===== config.mk =====
export PLATFORM = sky130hd
export DESIGN_NAME = axi_lite_slave
export DESIGN_NICKNAME = d
export VERILOG_FILES = /design/src/rtl/axi_lite_slave.sv
export SDC_FILE = /design/constraint.sdc
export NUM_CORES = 1
export LEC_CHECK = 0
export ABC_AREA = 1
export CELL_PAD_IN_SITES_DETAIL_PLACEMENT = 0
export CELL_PAD_IN_SITES_GLOBAL_PLACEMENT = 1
export CORE_ASPECT_RATIO = 1.4
export CORE_MARGIN = 5
export CORE_UTILIZATION = 28
export CTS_BUF_LIST = sky130_fd_sc_hd__clkbuf_4 sky130_fd_sc_hd__clkbuf_8
export CTS_CLUSTER_DIAMETER = 50
export CTS_CLUSTER_SIZE = 24
export DETAILED_ROUTE_END_ITERATION = 8
export PLACE_DENSITY = 0.86
export SYNTH_ARGS = -nofsm -noshare
export SYNTH_HDL_FRONTEND = slang
export SYNTH_SLANG_ARGS = --single-unit

===== constraint.sdc =====
create_clock -name ACLK -period 1.8 [get_ports ACLK]
set_input_delay 0.54 -clock ACLK [delete_from_list [all_inputs] [get_ports ACLK]]
set_output_delay 0.54 -clock ACLK [all_outputs]
set_load 0.02 [all_outputs]

===== src/rtl/axi_lite_slave.sv =====
// axi_lite_slave: AXI4-Lite slave bridging bus writes/reads to a decoded register-access port.
// Optional BRESP/RRESP outputs are enabled by defining AXI_LITE_SLAVE_RESP_EN.
module axi_lite_slave #(
  parameter int ADDR_WIDTH = 5,
  parameter int DATA_WIDTH = 32
) (
  input  logic                  ACLK,
  input  logic                  ARESET,
  input  logic                  AWVALID,
  output logic                  AWREADY,
  input  logic [ADDR_WIDTH-1:0] AWADDR,
  input  logic                  WVALID,
  output logic                  WREADY,
  input  logic [DATA_WIDTH-1:0] WDATA,
  output logic                  BVALID,
  input  logic                  BREADY,
  input  logic                  ARVALID,
  output logic                  ARREADY,
  input  logic [ADDR_WIDTH-1:0] ARADDR,
  output logic                  RVALID,
  input  logic                  RREADY,
  output logic [DATA_WIDTH-1:0] RDATA,
  output logic                  write_en,
  output logic [ADDR_WIDTH-1:0] write_addr,
  output logic [DATA_WIDTH-1:0] write_data,
  output logic                  read_en,
  output logic [ADDR_WIDTH-1:0] read_addr,
  input  logic [DATA_WIDTH-1:0] read_data,
  input  logic                  read_valid
`ifdef AXI_LITE_SLAVE_RESP_EN
  ,
  output logic [1:0]            BRESP,
  output logic [1:0]            RRESP
`endif
);
  localparam logic [1:0] W_IDLE = 2'd0, W_ACK = 2'd1, W_RESP = 2'd2;
  localparam logic [1:0] R_IDLE = 2'd0, R_ADDR = 2'd1, R_WAIT = 2'd2, R_DATA = 2'd3;
  logic [1:0] w_state_q, w_state_d, r_state_q, r_state_d;
  logic [ADDR_WIDTH-1:0] waddr_q, waddr_d, raddr_q, raddr_d;
  logic [DATA_WIDTH-1:0] wdata_q, wdata_d, rdata_q, rdata_d;
  logic awready_q, wready_q, bvalid_q, arready_q, rvalid_q, wen_q, ren_q;
  always_comb begin
    w_state_d = w_state_q;
    waddr_d = waddr_q;
    wdata_d = wdata_q;
    case (w_state_q)
      W_IDLE: if (AWVALID && WVALID) begin
        w_state_d = W_ACK;
        waddr_d = AWADDR;
        wdata_d = WDATA;
      end
      W_ACK: w_state_d = W_RESP;
      W_RESP: w_state_d = BREADY ? W_IDLE : W_RESP;
      default: w_state_d = W_IDLE;
    endcase
  end
  always_comb begin
    r_state_d = r_state_q;
    raddr_d = raddr_q;
    rdata_d = rdata_q;
    case (r_state_q)
      R_IDLE: if (ARVALID) begin
        r_state_d = R_ADDR;
        raddr_d = ARADDR;
      end
      R_ADDR, R_WAIT: if (read_valid) begin
        r_state_d = R_DATA;
        rdata_d = read_data;
      end else begin
        r_state_d = R_WAIT;
      end
      default: r_state_d = RREADY ? R_IDLE : R_DATA;
    endcase
  end
  // Outputs are flopped from the next state so every port comes straight from a register.
  always_ff @(posedge ACLK) begin
    if (ARESET) begin
      w_state_q <= W_IDLE;
      r_state_q <= R_IDLE;
      waddr_q <= '0;
      wdata_q <= '0;
      raddr_q <= '0;
      rdata_q <= '0;
      awready_q <= 1'b0;
      wready_q <= 1'b0;
      wen_q <= 1'b0;
      bvalid_q <= 1'b0;
      arready_q <= 1'b0;
      ren_q <= 1'b0;
      rvalid_q <= 1'b0;
    end else begin
      w_state_q <= w_state_d;
      r_state_q <= r_state_d;
      waddr_q <= waddr_d;
      wdata_q <= wdata_d;
      raddr_q <= raddr_d;
      rdata_q <= rdata_d;
      awready_q <= w_state_d == W_ACK;
      wready_q <= w_state_d == W_ACK;
      wen_q <= w_state_d == W_ACK;
      bvalid_q <= w_state_d == W_RESP;
      arready_q <= r_state_d == R_ADDR;
      ren_q <= r_state_d == R_ADDR || r_state_d == R_WAIT;
      rvalid_q <= r_state_d == R_DATA;
    end
  end
  assign AWREADY = awready_q;
  assign WREADY = wready_q;
  assign BVALID = bvalid_q;
  assign ARREADY = arready_q;
  assign RVALID = rvalid_q;
  assign RDATA = rdata_q;
  assign write_en = wen_q;
  assign write_addr = waddr_q;
  assign write_data = wdata_q;
  assign read_en = ren_q;
  assign read_addr = raddr_q;
`ifdef AXI_LITE_SLAVE_RESP_EN
  assign BRESP = 2'b00;
  assign RRESP = 2'b00;
`endif
endmodule


Word level (Yosys, flattened, before mapping)

Cells that the tools add are included.

Muxes and demuxes: 7
Reductions and logical operators: 8
Equality and inequality tests: 9

Operator list:

| operator                                                               | number |
|---|---|
| 2-bit equality test (second input constant)                            | 5 |
| 2-bit by 1-bit equality test with 1-bit output (second input constant) | 4 |
| 2-bit two-way mux                                                      | 4 |
| 2-bit one-hot mux with 3 select lines                                  | 1 |
| 2-bit AND reduction                                                    | 3 |
| 2-bit logical NOT                                                      | 2 |
| 2-bit one-hot mux with 2 select lines                                  | 1 |
| 2-bit OR reduction                                                     | 1 |
| 1-bit logical AND                                                      | 1 |
| 1-bit logical OR                                                       | 1 |
| 1-bit two-way mux                                                      | 1 |

Logic and storage cells: 35
Flip-flop bits (word level): 83
Bits of input ports: 82

Depth between registers and ports, before layout

Gate-level depths: netlist (run 1).

Word-level depth: 5
Gate-level depth with buffers: 9
Depth with buffers taken out: 9

Worst setup path before layout (run 1)

Ideal clock, no wire load.

Path type: reg2reg
Start: register r_state_q[0]
End: register ren_q (netlist: read_en)
Path buffers: 0
Data required time: 1.736 ns
Period minus slack after synthesis: 1.470 ns
Stages on the path, launching flop included: 9
Setup slack: 0.330 ns
Library setup time: 0.064 ns
Arrival time: 1.406 ns
Path through: dfxtp_1 inv_1 ha_1 nand2_1 nand3_1 nand2_1 nand2_1 ha_1 nor2_1

Longest elaborated chain between the ends: 5

Ends and longest elaborated chain:

| what                                                                                  | line | text |
|---|---|---|
| start: declaration                                                                    | 38   | `logic [1:0] w_state_q, w_state_d, r_state_q, r_state_d;` |
| start signal: assignment                                                              | 93   | `r_state_q <= r_state_d;` |
| 2-bit by 1-bit equality test with 1-bit output or 2-bit equality test (tied branches) | 61   | `case (r_state_q)` |
| 2-bit OR reduction                                                                    | 61   |  |
| 2-bit one-hot mux with 2 select lines *                                               | 61   |  |
| net r_state_d[0]                                                                      | 38   |  |
| 2-bit by 1-bit equality test with 1-bit output or 2-bit equality test (tied branches) | 103  | `ren_q <= r_state_d == R_ADDR \|\| r_state_d == R_WAIT;` |
| 1-bit logical OR *                                                                    | 103  |  |
| end signal: assignment                                                                | 89   | `ren_q <= 1'b0;` |
| end signal: assignment                                                                | 103  |  |
| end: declaration                                                                      | 41   | `logic awready_q, wready_q, bvalid_q, arready_q, rvalid_q, wen_q, ren_q;` |

The timed path passes the listed nets; every way through them passes the cells marked *.
A chain may end at the register's enable or synchronous reset.

Worst setup path after layout (run 1)

Start: register wdata_q[4] (netlist: write_data[4])
End: output write_data[4]

RTL lines:

| what                     | line | text |
|---|---|---|
| start: declaration       | 40   | `logic [DATA_WIDTH-1:0] wdata_q, wdata_d, rdata_q, rdata_d;` |
| start signal: assignment | 95   | `wdata_q <= wdata_d;` |
| end: declaration         | 25   | `output logic [DATA_WIDTH-1:0] write_data,` |

No word-level cell between the ends.

==> impl_metrics.yaml, run 1 <==
run_status:
  status: "completed"
die:
  die-area_sq_um: 12900
  die_h_um: 132
  row_count: 44
  die_w_um: 97.5
  ios: 163
  core_area_sq_um: 10400
  initial_core_util_pct: 28.8
setup_path:
  worstPathCellList: "dlygate4sd2_1"
  cp_slowest_cell: "dlygate4sd2_1"
  path_buf_inv: 1
  ff2ff_setup_slack_ps: 300
  reg2regPathDepth: 8
  start_kind: "flip-flop"
  cp-end-kind: "primary output"
  cp.required_ps: 1260
  r2r_end: "read_en"
  max_stage_delay_ps: 370
  worstSetupPathType: "flip-flop to primary output"
  cp.arrival_ps: 1050
  cp_max_fo: 2
  critPathTopFamily: "buffers and inverters"
  worstReg2RegStart: "r_state_q[0]"
cts:
  clk_latency_ps: 350
  cts_resized: 81
  clockBufferDepth: 2
  cts_buffers: 9
  hold_buffers: 0
  clkTransAtPathRegs_ps: 80
  post_cts_buffers: 0
  root_buffer: "clkbuf_8"
  htreeDepth: 3
  cts.sinks: 83
  tritoncts: "built"
drt:
  drt_iter0_drc: 76
  drt_pass1_iterations: 6
  vias_per_cell: 4.34
  wire_per_inst_um: 13.2
  drc: 0
  dr_total_vias: 2919
  routed_wl_um: 8860
  drtAntennaViolNets: 0
synthesis:
  syn_inst: 366
  syn_area_sq_um: 3000
  synth_seq_cells: 83
  synth_edf_count: 0
  yosys-top-cells-area: "dfxtp_1 (55%), nor2_1 (19%), o21ai_0 (9.0%)"
  syn_area_per_cell_sq_um: 8.19
  synthTopCellsByCount: "nor2_1 (154), dfxtp_1 (83), o21ai_0 (54)"
  synth.yosys.warnings: 0
  synth.largest_area_cell: "dfxtp_1"
  synth_top_area_share_pct: 55.4
  async_reset_ff_share_pct: 0
  synth.most_common_cell: "nor2_1"
  synth_cell_types: 23
  synth_seq_area_share_pct: 55.4
  synthFlopType: "dfxtp_1"
  syn_nets: 452
hold_path:
  worstHoldStart: "write_addr[2]"
  holdPathEnd: "write_addr[2]"
  min_path_cells: 2
  holdCritPathClass: "flip-flop to flip-flop"
grt:
  grt_use_total_pct: 13.6
  grt_antenna_before_repair: 0
  grt_pass1_vias: 2874
  grt_max_degree: 43
  grt_pass1_wl_um: 14300
  grt_overflow: 0
timing:
  rsz0062_at_grt: "false"
  skew_ps: 6.74
  final.setup.tns_ps: 0
  fmax_mhz: 629
  setup_violations: 0
  period_share_pct: 88.3
  maxSlewViolCount: 0
  slew_headroom_pct: 82.9
  tightestPinTransition_ps: 258
  hold_viol: 0
  post-route-min-period_ps: 1590
power_and_ir_drop:
  p_leak_nw: 2.27
  power.density_nw_per_um2: 1280
  peakVddDrop_uv: 466
layout:
  fin_nets: 616
  nFillCells: 1062
  fin_util_pct: 47.4
  final_cells: 672
  syn_to_final_growth_pct: 64.4
  drive_above_1_share_pct: 8.80
  antennaDiodeCount: 0
placement:
  hpwl_um: 6730
  port-buffer-count: 162
  gp_congestion: 0.780
  numPlacedInstances: 657
job:
  max_cap_violations: 0
==> report_power, final <==
part	internal (W)	total [W]	switching [W]
sequential	0.00227	0.00246	0.000195
clock	0.000807	0.00146	0.000658
combinational	0.00101	0.00238	0.00137
==> sequential cells by signal, summed over array words and instances (netlist names) <==
signal,flops
r_state_q,2
read_en,1
write_addr,5
write_en,1
RDATA,32
write_data,32
read_addr,5
RVALID,1
BVALID,1
w_state_q,2
ARREADY,1
==> placed cells by master, fill, tap and decap left out, types with 3 or more instances in the layout <==
master / instances
buf_12: 6
buf_4: 9
clkbuf_8: 10
clkdlybuf4s50_1: 81
dfxtp_1: 83
dlygate4sd2_1: 81
ha_1: 4
inv_1: 8
inv_2: 3
nand2_1: 6
nor2_1: 154
o21ai_0: 54
o21ai_1: 10
o21ai_2: 11
==> cell type report <==
cell class	count	area (sq um)	share of cell area, %
tap	138	173	3.50
inverter	12	47.5	0.965
timing repair buffer	177	1710	34.7
multi-input combinational	247	1120	22.8
clock inverter	5	77.6	1.57
clock buffer	10	138	2.79
sequential	83	1660	33.7
==> layer usage <==
| metal | global-route usage (%) | vias to the layer above | wire (um) |
|---|---|---|---|
| li1 | - | 1486 | - |
| met1 | 14.6 | 1301 | 3570 |
| met2 | 24.2 | 119 | 4470 |
| met3 | 5.21 | 13 | 684 |
| met4 | 4.93 | 0 | 130 |
| met5 | 0 | - | 0 |
==> worst max-delay path by stage <==
stage	cells past startpoint	from	slack [ps]	endpoint
2_1_floorplan	8	r_state_q[0]	330	read_en
3_3_place_gp	6	RREADY	30	read_en
3_5_place_dp	6	RREADY	10	read_en
4_1_cts	1	RDATA[29]	180	RDATA[29]
5_1_grt	1	write_en	140	write_en
6_report	1	write_data[4]	210	write_data[4]
==> cells by family after synthesis <==
kind of cell / share of synthesized area, %
AOI/OAI and AO/OA: 14.3
adders and majority gates: 1.67
buffers and inverters: 7.10
DFF: 55.4
and+or+nand+nor: 21.5
==> per-stage QoR <==
step                      hold slack, ps  power [W]  instance area, sq um  setup slack [ps]
after global routing                 501    0.00675                  4930               139
after floorplan                      538    0.00389                  3000               330
after CTS                            486    0.00642                  4930               182
after detailed placement             471    0.00523                  4810              12.5
after global placement               463    0.00518                  4810              29.0
final                                479    0.00631                  4930               211
Note: power is estimated with default switching activity, not from simulation.
==> run 2, diff against run 1 <==
- CORE_MARGIN: 5 -> 2
- GPL_ROUTABILITY_DRIVEN: not set -> 0
- TNS_END_PERCENT: not set -> 100
==> impl_metrics.yaml, run 2 (same netlist as run 1, synthesis figures left out) <==
run_status:
  status: "completed"
setup_path:
  path_buf_inv: 1
  cp_max_fo: 2
  cp.required_ps: 1260
  critPathTopFamily: "flip-flops"
  cp-end-kind: "primary output"
  max_stage_delay_ps: 370
  worstSetupPathType: "flip-flop to primary output"
  cp_slowest_cell: "dfxtp_1"
  cp.arrival_ps: 1060
  worstPathCellList: "dlygate4sd2_1"
  start_kind: "flip-flop"
layout:
  layout_common_cells: "nor2_1 (154), dfxtp_1 (83), clkdlybuf4s50_1 (81), dlygate4sd2_1 (81), o21ai_0 (54)"
  drive_above_1_share_pct: 8.11
  final_common_cell: "nor2_1"
  fin_nets: 613
  syn_to_final_growth_pct: 63.1
  antennaDiodeCount: 0
die:
  initial_core_util_pct: 28.8
  die-area_sq_um: 11600
  core_area_sq_um: 10400
  die_w_um: 91.5
  die_h_um: 126
  row_count: 44
  ios: 163
timing:
  fmax_mhz: 624
  final.setup.tns_ps: 0
  slew_headroom_pct: 82.9
  rsz0062_at_grt: "false"
  post-route-min-period_ps: 1600
  setup_violations: 0
  skew_ps: 8.72
  tightestPinTransition_ps: 258
  fin_ws_ps: 197
  period_share_pct: 89.1
  hold_viol: 0
  maxSlewViolCount: 0
drt:
  dr_total_vias: 2855
  drt_pass1_iterations: 4
  drtAntennaViolNets: 0
  routed_wl_um: 8090
  drt_iter0_drc: 75
  drc: 0
  vias_per_cell: 4.27
  wire_per_inst_um: 12.1
power_and_ir_drop:
  peakVddDrop_uv: 475
  power.density_nw_per_um2: 1250
  p_leak_nw: 2.25
cts:
  cts_buffers: 9
  root_buffer: "clkbuf_8"
  cts.sinks: 83
  post_cts_buffers: 0
  hold_buffers: 0
  clkTransAtPathRegs_ps: 80
  tritoncts: "built"
  cts_resized: 81
  clockBufferDepth: 2
  htreeDepth: 3
  clk_latency_ps: 350
grt:
  grt_overflow: 0
  grt_max_degree: 47
  grt_pass1_vias: 2663
  grt_antenna_before_repair: 0
  grt_pass1_wl_um: 12900
  grt_use_total_pct: 14.1
placement:
  preCtsSetupSlack_ps: 13.7
  port-buffer-count: 162
  hpwl_um: 5950
job:
  max_cap_violations: 0
hold_path:
  holdCritPathClass: "flip-flop to flip-flop"
## run 2: metrics by stage
step / std cells / hold slack, ps / util [%] / power, W / cell area [sq um]
after floorplan: 366 / 538 / - / 0.00389 / 3000
after global placement: 654 / 461 / 46.2 / 0.00513 / 4800
after detailed placement: 654 / 472 / 46.2 / 0.00518 / 4800
after CTS: 668 / 485 / 47.0 / 0.00620 / 4890
after global routing: 668 / 500 / 47.0 / 0.00654 / 4890
final: 668 / 478 / 47.0 / 0.00610 / 4890
## run 2: layout make-up
cell class	instances	area, sq um
clock buffer	11	145
clock inverter	3	40.0
fill	1051	5520
inverter	12	47.5
multi-input combinational	247	1120
sequential	83	1660
tap	138	173
timing repair buffer	174	1700
## run 2: worst paths after layout
path / startpoint / end / slack (ps) / depth (start not counted)
min: write_data[24] / write_data[24] / 480 / 2
max reg2reg: r_state_q[0] / read_en / 240 / 8
max: write_data[27] / write_data[27] / 200 / 1
min reg2reg: write_data[24] / write_data[24] / 480 / 2
## run 2: power breakdown
part           switching, W  internal, W
Combinational       0.00135     0.000982
Clock              0.000631     0.000675
Sequential         0.000192      0.00227
Total               0.00217      0.00393
## run 2: metal layers
layer  part of all wire, %  vias up  GRT usage (%)
met5                     0        -              0
met4                   2.9        0           6.77
met3                   7.2       17           4.93
met2                    48      106           22.7
met1                    42     1257           16.8
li1                      -     1475              -
